## config.mk

```make
export PLATFORM = sky130hd
export DESIGN_NAME = sync_fifo
export DESIGN_NICKNAME = d
export VERILOG_FILES = /design/src/rtl/sync_fifo.sv
export SDC_FILE = /design/constraint.sdc
export NUM_CORES = 1
export LEC_CHECK = 0
export CAP_MARGIN = 20
export CORE_ASPECT_RATIO = 0.5
export CORE_MARGIN = 8
export CORE_UTILIZATION = 45
export CTS_BUF_LIST = sky130_fd_sc_hd__clkbuf_8
export CTS_CLUSTER_DIAMETER = 80
export CTS_CLUSTER_SIZE = 40
export DETAILED_ROUTE_END_ITERATION = 10
export PLACE_DENSITY = 0.66
export SYNTH_ARGS = -nofsm -noshare
export SYNTH_HDL_FRONTEND = slang
export SYNTH_SLANG_ARGS = --single-unit
```

## constraint.sdc

```tcl
create_clock -name clk -period 2.3 [get_ports clk]
set_input_delay 0.69 -clock clk [delete_from_list [all_inputs] [get_ports clk]]
set_output_delay 0.69 -clock clk [all_outputs]
set_load 0.01 [all_outputs]
```

## src/rtl/sync_fifo.sv

```systemverilog
// sync_fifo: single-clock byte FIFO with registered read data.
// A write is taken when WREN is high and the FIFO is not full. A read is
// taken when RDEN is high and the FIFO is not empty. Requests that would
// overflow or underflow are dropped, so they leave no trace in the state.
module sync_fifo #(
  parameter int DATA_WIDTH = 8,
  parameter int DEPTH      = 8,
  parameter int ADDR_WIDTH = 3
) (
  input  logic                  clk,
  input  logic                  rst,
  input  logic                  WREN,
  input  logic                  RDEN,
  input  logic [DATA_WIDTH-1:0] data_in,
  output logic                  full,
  output logic                  empty,
  output logic [DATA_WIDTH-1:0] data_out
);

  localparam logic [ADDR_WIDTH-1:0] PTR_ONE    = {{(ADDR_WIDTH-1){1'b0}}, 1'b1};
  localparam logic [ADDR_WIDTH:0]   CNT_ONE    = {{ADDR_WIDTH{1'b0}}, 1'b1};
  localparam logic [ADDR_WIDTH:0]   CNT_ZERO   = '0;
  localparam logic [ADDR_WIDTH:0]   CNT_FULL   = DEPTH[ADDR_WIDTH:0];

  logic [DATA_WIDTH-1:0] mem [DEPTH];
  logic [ADDR_WIDTH-1:0] wr_ptr;
  logic [ADDR_WIDTH-1:0] rd_ptr;
  logic [ADDR_WIDTH:0]   count;
  logic                  wr_ok;
  logic                  rd_ok;

  // Flags come straight from the registered count, so they track it with no lag.
  always_comb begin
    full  = (count == CNT_FULL);
    empty = (count == CNT_ZERO);
    wr_ok = WREN && !full;
    rd_ok = RDEN && !empty;
  end

  // Storage array; left unreset because stale contents are never observable.
  always_ff @(posedge clk) begin
    if (wr_ok) begin
      mem[wr_ptr] <= data_in;
    end
  end

  // Write pointer advances on every accepted write and wraps naturally.
  always_ff @(posedge clk or negedge rst) begin
    if (!rst) begin
      wr_ptr <= '0;
    end else if (wr_ok) begin
      wr_ptr <= wr_ptr + PTR_ONE;
    end
  end

  // Read pointer and registered read data; data_out holds when no read is taken.
  always_ff @(posedge clk or negedge rst) begin
    if (!rst) begin
      rd_ptr   <= '0;
      data_out <= '0;
    end else if (rd_ok) begin
      rd_ptr   <= rd_ptr + PTR_ONE;
      data_out <= mem[rd_ptr];
    end
  end

  // Occupancy: a simultaneous accepted read and write cancel out.
  always_ff @(posedge clk or negedge rst) begin
    if (!rst) begin
      count <= '0;
    end else begin
      unique case ({wr_ok, rd_ok})
        2'b10:   count <= count + CNT_ONE;
        2'b01:   count <= count - CNT_ONE;
        default: count <= count;
      endcase
    end
  end

`ifndef SYNTHESIS
  // Structural invariants of the occupancy flags.
  a_write_leaves_empty: assert property (@(posedge clk) disable iff (!rst)
    (empty && WREN) |=> !empty);
  a_read_leaves_full: assert property (@(posedge clk) disable iff (!rst)
    (full && RDEN) |=> !full);
  a_flags_exclusive: assert property (@(posedge clk) disable iff (!rst)
    !(full && empty));
`endif

endmodule

```

# Yosys cells after proc, flatten, opt, wreduce, memory -nomap -nowiden
# Memories as Yosys holds them, arrays and structs flattened. A register that Yosys moved wholly into a read port is not among the register bits.
# Cells that the tools add are included.
word_totals:
  ramBits: 64
  input_bits: 12
  regBits: 10
  output_inout_bits: 10
  memories: 1
mem_list:
  columns: ["memory", "depth", "word_bits", "rd", "rd_clocked_by_memory_dff", "write_ports", "line_no", "text"]
  rows:
  - ["mem", 8, 8, 1, 1, 1, "25", "logic [DATA_WIDTH-1:0] mem [DEPTH];"]
classes:
  n_addsub: 4
  mux: 3
  eq_ne: 3
  reduce_logical: 7
op_table:
  columns: ["operator", "count"]
  rows:
  - ["$pmux W4 S2", 1]
  - ["$add A3 B1 Y3 const B", 2]
  - ["$add A4 B1 Y4 const B", 1]
  - ["$eq A4 B4 Y1 const B", 1]
  - ["$logic_not A4 Y1", 1]
  - ["$sub A4 B1 Y4 const B", 1]
  - ["$logic_not A1 Y1", 3]
  - ["$eq A2 B1 Y1 const B", 1]
  - ["$eq A2 B2 Y1 const B", 1]
  - ["$logic_and A1 B1 Y1", 2]
  - ["$mux W1", 2]
  - ["$reduce_bool A2 Y1", 1]

# Longest topological paths before layout
# Gate-level depths: netlist of run 1.
logic_depth:
  depth_word: 5
  depth_mapped: 10

# Worst setup path before layout of run 1
# OpenSTA, ideal clock, no wires.
synth_path:
  path_type: "register to register"
  startpoint: "register count[0]"
  endpoint: "register count[3]"
  t_arrival_ps: 2223
  stages_incl_launch_ff: 9
  required_time_ps: 2184
  setup_slack_ps: -39
  period_less_slack_ps: 2339
  cell_sequence: "dfrtp_1 > buf_6 > o41ai_4 > inv_2 > ha_1 > ha_1 > a21oi_1 > o21ai_0 > o311ai_0"
synth_via:
  elab_chain_len: 5
  word_cells_on_any_way: 12
synth_lines:
  columns: ["element", "line_no", "text"]
  rows:
  - ["start: declaration", "28", "logic [ADDR_WIDTH:0] count;"]
  - ["start signal: assignment", "73", "2'b10: count <= count + CNT_ONE;"]
  - ["start signal: assignment", "74", "2'b01: count <= count - CNT_ONE;"]
  - ["start signal: assignment", "75", "default: count <= count;"]
  - ["$logic_not A4 Y1 (*)", "35", "empty = (count == CNT_ZERO);"]
  - ["$logic_not A1 Y1 (*)", "37", "rd_ok = RDEN && !empty;"]
  - ["$logic_and A1 B1 Y1 (*)", "37", null]
  - ["net rd_ok", "30", "logic rd_ok;"]
  - ["$eq A2 B1 Y1 / $eq A2 B2 Y1 (equally long branches)", "72", "unique case ({wr_ok, rd_ok})"]
  - ["$pmux W4 S2 / $reduce_bool A2 Y1 (equally long branches)", null, null]
# Mark *: on every way through the listed nets, which the timed path passes. The rest lies on a longest branch.
# A chain may end at the register's enable or synchronous reset.

# Final worst setup path of run 1
layout_path:
  startpoint: "input port WREN"
  endpoint: "register count[3]"
layout_via:
  elab_chain_len: 3
  word_cells_on_any_way: 5
layout_lines:
  columns: ["element", "line_no", "text"]
  rows:
  - ["start: declaration", "12", "input logic WREN,"]
  - ["$logic_and A1 B1 Y1 (*)", "36", "wr_ok = WREN && !full;"]
  - ["$eq A2 B1 Y1 / $eq A2 B2 Y1 (equally long branches)", "72", null]
  - ["$pmux W4 S2 / $reduce_bool A2 Y1 (equally long branches)", null, null]
# Mark *: on every way between the ends. The rest lies on a longest branch, timed or not.

==> flow_metrics.env, run 1 <==
export IMPL_p_leak_nw=1.50
export IMPL_gr_total_overflow=0
export IMPL_synth_mux_area_frac=0.103
export IMPL_yosysWarningCount=0
export IMPL_crit_start="WREN"
export IMPL_critPathCapture="count[3]"
export IMPL_rsz0062_at_grt="false"
export IMPL_syn_avg_cell_area_sq_um=15.6
export IMPL_rows=22
export IMPL_drt_iter0_drc=142
export IMPL_synth_top_family_by_area="multiplexers"
export IMPL_antennaDiodeCount=0
export IMPL_place_gp_congestion=0.785
export IMPL_dieHeight_microns=77.6
export IMPL_wire_per_inst_microns=17.8
export IMPL_num_fill_cells=586
export IMPL_wirelength_microns=6440
export IMPL_synthCells=219
export IMPL_fin_util=0.549
export IMPL_track_usage=0.126
export IMPL_worst_pin_slew_ns=0.701
export IMPL_cts_path_max_buffers=2
export IMPL_drcViolationCount=0
export IMPL_worst_path_max_delay_cell="clkdlybuf4s50_1"
export IMPL_clock_skew_ns=0.0165
export IMPL_crit_type="in2reg"
export IMPL_post_dp_hpwl_microns=4350
export IMPL_r2r_end="count[3]"
export IMPL_antenna_found_initial=0
export IMPL_pwr_density_cell_nw_per_um2=1220
export IMPL_synth_simple_area_share=0.0620
export IMPL_cts_tree="done"
export IMPL_cts_root_buf="clkbuf_8"
export IMPL_min_path_type="reg2reg"
export IMPL_synth_seq_area_share=0.695
export IMPL_maxCapViolCount=0
export IMPL_ios=22
export IMPL_clk_pin_slew_worst_paths_ns=0.09
export IMPL_cp_start_kind="primary input"
export IMPL_end_kind="flip-flop"
export IMPL_setup_viol=0
export IMPL_rrSetupSlack_ns=0.16
export IMPL_slew_violations=0
export IMPL_fp_dieArea_sq_um=10800
export IMPL_final_cell_mix="edfxtp_1, nand2_1, clkdlybuf4s50_1"
export IMPL_multi_input_area_sq_um=960
export IMPL_start_util=0.464
export IMPL_final_common_cell="edfxtp_1"
export IMPL_fmax_mhz=454
export IMPL_grt_pass1_vias=1928
export IMPL_worst_path_max_fanout=6
export IMPL_worstPathArrival_ns=2.45
export IMPL_synthAdderAreaFrac=0.0242
export IMPL_critPathRequiredTime_ns=2.55
export IMPL_grt_max_degree=35
export IMPL_final_nets=279
export IMPL_seq_area_sq_um=2370
export IMPL_finalHoldViolCount=0
export IMPL_portBuffers=21
export IMPL_outcome="completed"
export IMPL_grt_pass1_wl_microns=10300
export IMPL_synth_edff_count=64
export IMPL_irDropWorstVdd_uv=487
export IMPL_ys_ff_latch=82
export IMPL_ys_flop_type="edfxtp_1"
export IMPL_htree_levels=3
export IMPL_synth_compound_area_share=0.0685
export IMPL_area_growth_pct=18.3
export IMPL_cpPeakStageDelay_ns=0.45
export IMPL_fp_dieW_microns=139
export IMPL_final_setup_tns_ns=0
export IMPL_fin_crit_ns=2.20
export IMPL_drive_gt1_frac=0.184
export IMPL_synth_xor_xnor_area_share=0.0128
export IMPL_syn_nets=237
export IMPL_timing_slew_headroom=0.532
export IMPL_crit_path_cell_trace="clkdlybuf4s50_1, a21boi_2, inv_1, ha_2, ha_1, a21oi_2, o21ai_2, o311ai_1"
export IMPL_dr_pass1_iters=4
export IMPL_vias=1906
export IMPL_synth_async_reset_ratio=0.220
export IMPL_clock_sinks=82
export IMPL_ff2ff_path_depth=7
export IMPL_via_per_inst=5.27
export IMPL_insertion_delay_ns=0.36
export IMPL_drtAntennaViolNets=0
export IMPL_r2r_start="count[1]"
export IMPL_synth_cell_types=34
export IMPL_cts_made_buffers=9
export IMPL_post_route_period_util=0.958
export IMPL_netlist_area_sq_um=3410
export IMPL_coreArea_sq_um=7350
-- report_power, final --
part           total [mW]  internal [mW]  leakage, nW  switching [mW]
logic                1.78          0.849        0.602           0.933
clock network        1.01          0.501        0.105           0.510
registers            2.15           1.94        0.795           0.213
total                4.94           3.29         1.50            1.66
-- what timing repair did --
action | 4_1_cts | 5_1_grt
setup endpoints to repair | 3 | 2
hold buffers | 0 | 0
gates resized for setup | 7 | 6
setup buffers | 0 | 0
pin swaps | 1 | 3
-- synth_stat cells (4+ instances only) --
cell      number  area, sq um
nor2_1         7         26.3
nand2b_1       5         31.3
a221o_1        8         80.1
nor3_1         4         20.0
ha_1           5         62.6
inv_1          6         22.5
o22ai_1        8         50.1
mux2i_1       17          170
o21ai_1        8         40.0
edfxtp_1      64         1920
nand2_1       23         86.3
mux2_1        10          113
dfrtp_1       18          450
mux2_2         6         67.6
xnor2_1        4         35.0
-- how the worst min path moves through the flow --
stage                     slack [ns]           to  cells past startpoint   startpoint
after floorplan                 0.39     count[0]                      0          rst
after global placement          0.47  data_out[3]                      2  data_out[3]
after detailed placement        0.48  data_out[2]                      2  data_out[2]
after CTS                       0.50  data_out[2]                      2  data_out[2]
after global routing            0.53  data_out[2]                      2  data_out[2]
final                           0.49  data_out[2]                      2  data_out[2]
-- cell families after synthesis --
| group | count (synthesis) |
|---|---|
| AO/OA/AOI/OAI | 31 |
| XOR/XNOR | 5 |
| adder cells (fa/ha/maj) | 6 |
| buffers and inverters | 16 |
| flip-flops | 82 |
| multiplexers | 33 |
| AND/OR/NAND/NOR | 46 |
-- layer usage --
layer | up-vias | part of all wire | GRT usage
met1 | 938 | 0.43 | 0.152
met4 | 0 | 0.017 | 0.0489
li1 | 911 | - | -
met5 | - | 0 | 0
met3 | 9 | 0.076 | 0.0482
met2 | 48 | 0.47 | 0.203
-- final cells by class --
type                       count  area share
clock buffer                   9      0.0307
sequential                    82       0.588
multi-input combinational    121       0.238
tap                           96      0.0298
clock inverter                 7      0.0174
timing repair buffer          40      0.0899
inverter                       7     0.00651
-- flip-flops by register name (all words and copies together), names as in the netlist --
signal	flops
mem	64
data_out	8
count	4
rd_ptr	3
wr_ptr	3
-- stage by stage --
step	power, mW	setup slack [ns]	area [sq um]	instances	hold slack [ns]
CTS	4.96	0.0276	4020	362	0.496
floorplan	3.34	0.0346	3420	219	0.394
global route	5.24	0.000504	4040	362	0.525
global placement	3.85	-0.274	3810	346	0.472
detailed placement	3.93	-0.499	3810	346	0.478
finish	4.94	0.0974	4040	362	0.489
-- critical path, delay by kind of cell --
kind,cells,cell delay [ns]
buffers and inverters,2,0.53
adder cells (fa/ha/maj),2,0.52
AO/OA/AOI/OAI,4,0.71
(Power assumes the default switching activity.)
==> run 2: changes to the inputs <==
--- a/config.mk
+++ b/config.mk
@@ -13,7 +13,8 @@
 export CTS_CLUSTER_DIAMETER = 80
 export CTS_CLUSTER_SIZE = 40
 export DETAILED_ROUTE_END_ITERATION = 10
-export PLACE_DENSITY = 0.66
+export DONT_BUFFER_PORTS = 1
+export PLACE_DENSITY = 0.62
 export SYNTH_ARGS = -nofsm -noshare
 export SYNTH_HDL_FRONTEND = slang
 export SYNTH_SLANG_ARGS = --single-unit
==> flow_metrics.env, run 2 (synthesis results as in run 1) <==
export IMPL_antenna_found_initial=0
export IMPL_min_path_type="in2async"
export IMPL_coreArea_sq_um=7350
export IMPL_clock_skew_ns=0.00544
export IMPL_pwr_density_cell_nw_per_um2=1230
export IMPL_path_buf_inv=1
export IMPL_fp_dieArea_sq_um=10800
export IMPL_cts_path_max_buffers=2
export IMPL_post_dp_hpwl_microns=4270
export IMPL_timing_slew_headroom=0.691
export IMPL_wirelength_microns=6510
export IMPL_outcome="completed"
export IMPL_dr_pass1_iters=4
export IMPL_cp_start_kind="flip-flop"
export IMPL_num_fill_cells=608
export IMPL_cpLargestDelayFamily="compound AO/OA/AOI/OAI gates"
export IMPL_critPathRequiredTime_ns=2.55
export IMPL_crit_path_cell_trace="o41ai_4, inv_2, ha_2, ha_1, a21oi_2, o21ai_0, o311ai_1"
export IMPL_largest_reg_flops=64
export IMPL_grt_pass1_wl_microns=9870
export IMPL_p_leak_nw=1.37
export IMPL_maxCapViolCount=0
export IMPL_portBuffers=0
export IMPL_clock_sinks=82
export IMPL_track_usage=0.124
export IMPL_vias=1803
export IMPL_worst_path_max_fanout=8
export IMPL_place_gp_congestion=0.754
export IMPL_final_nets=256
export IMPL_via_per_inst=5.35
export IMPL_wire_per_inst_microns=19.3
export IMPL_final_setup_tns_ns=0
export IMPL_drive_gt1_frac=0.183
export IMPL_dieHeight_microns=77.6
export IMPL_area_growth_pct=10.1
export IMPL_place_ws_ns=0.0108
export IMPL_gr_total_overflow=0
export IMPL_irDropWorstVdd_uv=322
export IMPL_final_cell_mix="edfxtp_1, nand2_1, mux2i_1"
export IMPL_setup_viol=0
export IMPL_cts_tree="done"
export IMPL_finalHoldViolCount=0
export IMPL_grt_pass1_vias=1740
export IMPL_crit_type="reg2reg"
export IMPL_final_common_cell="edfxtp_1"
export IMPL_fmax_mhz=456
export IMPL_worst_pin_slew_ns=0.462
export IMPL_start_util=0.464
export IMPL_post_route_period_util=0.954
export IMPL_drt_iter0_drc=96
export IMPL_fp_dieW_microns=139
export IMPL_antennaDiodeCount=0
export IMPL_end_kind="flip-flop"
export IMPL_drtAntennaViolNets=0
export IMPL_rows=22
export IMPL_cts_setup_buffers=0
export IMPL_grt_max_degree=35
export IMPL_insertion_delay_ns=0.34
export IMPL_clk_pin_slew_worst_paths_ns=0.08
export IMPL_ios=22
export IMPL_cts_root_buf="clkbuf_8"
export IMPL_top_regs="mem x64, data_out x8, count x4"
export IMPL_worstPathArrival_ns=2.44
export IMPL_htree_levels=3
export IMPL_fin_crit_ns=2.19
export IMPL_drcViolationCount=0
export IMPL_setup_slack_ns=0.106
export IMPL_whs_ns=0.0366
export IMPL_cts_made_buffers=9
export IMPL_largest_register="mem"
export IMPL_slew_violations=0
export IMPL_worst_path_max_delay_cell="dfrtp_2"
export IMPL_cpPeakStageDelay_ns=0.45
-- run 2: cell count changes in the layout (fill, tap and decap cells not counted), sizes merged --
cell           delta
dlygate4sd2       -1
dlygate4sd1       -1
bufinv            -1
clkdlybuf4s50    -19
clkinvlp          +2
clkinv            -1
dlygate4sd3       +1
buf               -3
inv               -2
-- run 2: repair_timing --
item	in CTS	in global routing
endpoints found under the hold margin	0	8
pin swaps	0	1
hold buffers	0	1
endpoints found under the setup margin	1	1
resized for setup	1	4
-- run 2: cell type report --
class	count	area (sq um)	share of cell area
inverters	7	26.3	0.00699
well taps	96	120	0.0320
repair buffers	17	143	0.0379
flip-flops and latches	82	2370	0.632
clock inverters	5	33.8	0.00899
clock buffers	9	124	0.0330
multi-input cells	121	937	0.249
-- run 2: final timing paths --
check / cells past startpoint / end / start / slack (ns)
setup / recovery: 7 / count[3] / count[0] / 0.11
hold / removal: 0 / count[0] / rst / 0.04
setup reg to reg: 7 / count[3] / count[0] / 0.11
hold reg to reg: 1 / count[0] / count[0] / 0.55
max in group asynchronous: 1 / count[1] / rst / 1.31
min in group clk: 0 / mem[0][3] / data_in[3] / 0.44
-- run 2: per-stage QoR --
step | cells | utilization | total power, mW | cell area (sq um)
2_1_floorplan | 219 | - | 3.34 | 3420
3_3_place_gp | 322 | 0.487 | 3.71 | 3580
3_5_place_dp | 322 | 0.487 | 3.76 | 3580
4_1_cts | 336 | 0.509 | 4.63 | 3740
5_1_grt | 337 | 0.511 | 4.89 | 3760
6_report | 337 | 0.511 | 4.62 | 3760
-- run 2: power breakdown --
group	leakage [nW]	switching, mW	internal, mW
Sequential	0.794	0.257	1.94
Clock	0.0769	0.482	0.377
Combinational	0.499	0.869	0.694
Total	1.37	1.61	3.01
-- run 2: per-layer routing --
| layer | global-route usage | wire length, microns |
|---|---|---|
| met1 | 0.154 | 3020 |
| met2 | 0.185 | 2840 |
| met3 | 0.0556 | 580 |
| met4 | 0.0554 | 66 |
| met5 | 0 | 0 |
-- run 2: worst register-to-register path, delay by kind of cell, from the launching register on --
kind,cells,cell delay [ns]
flops,1,0.45
buf+inv,1,0.09
compound gates,4,1.01
fa+ha+maj,2,0.55
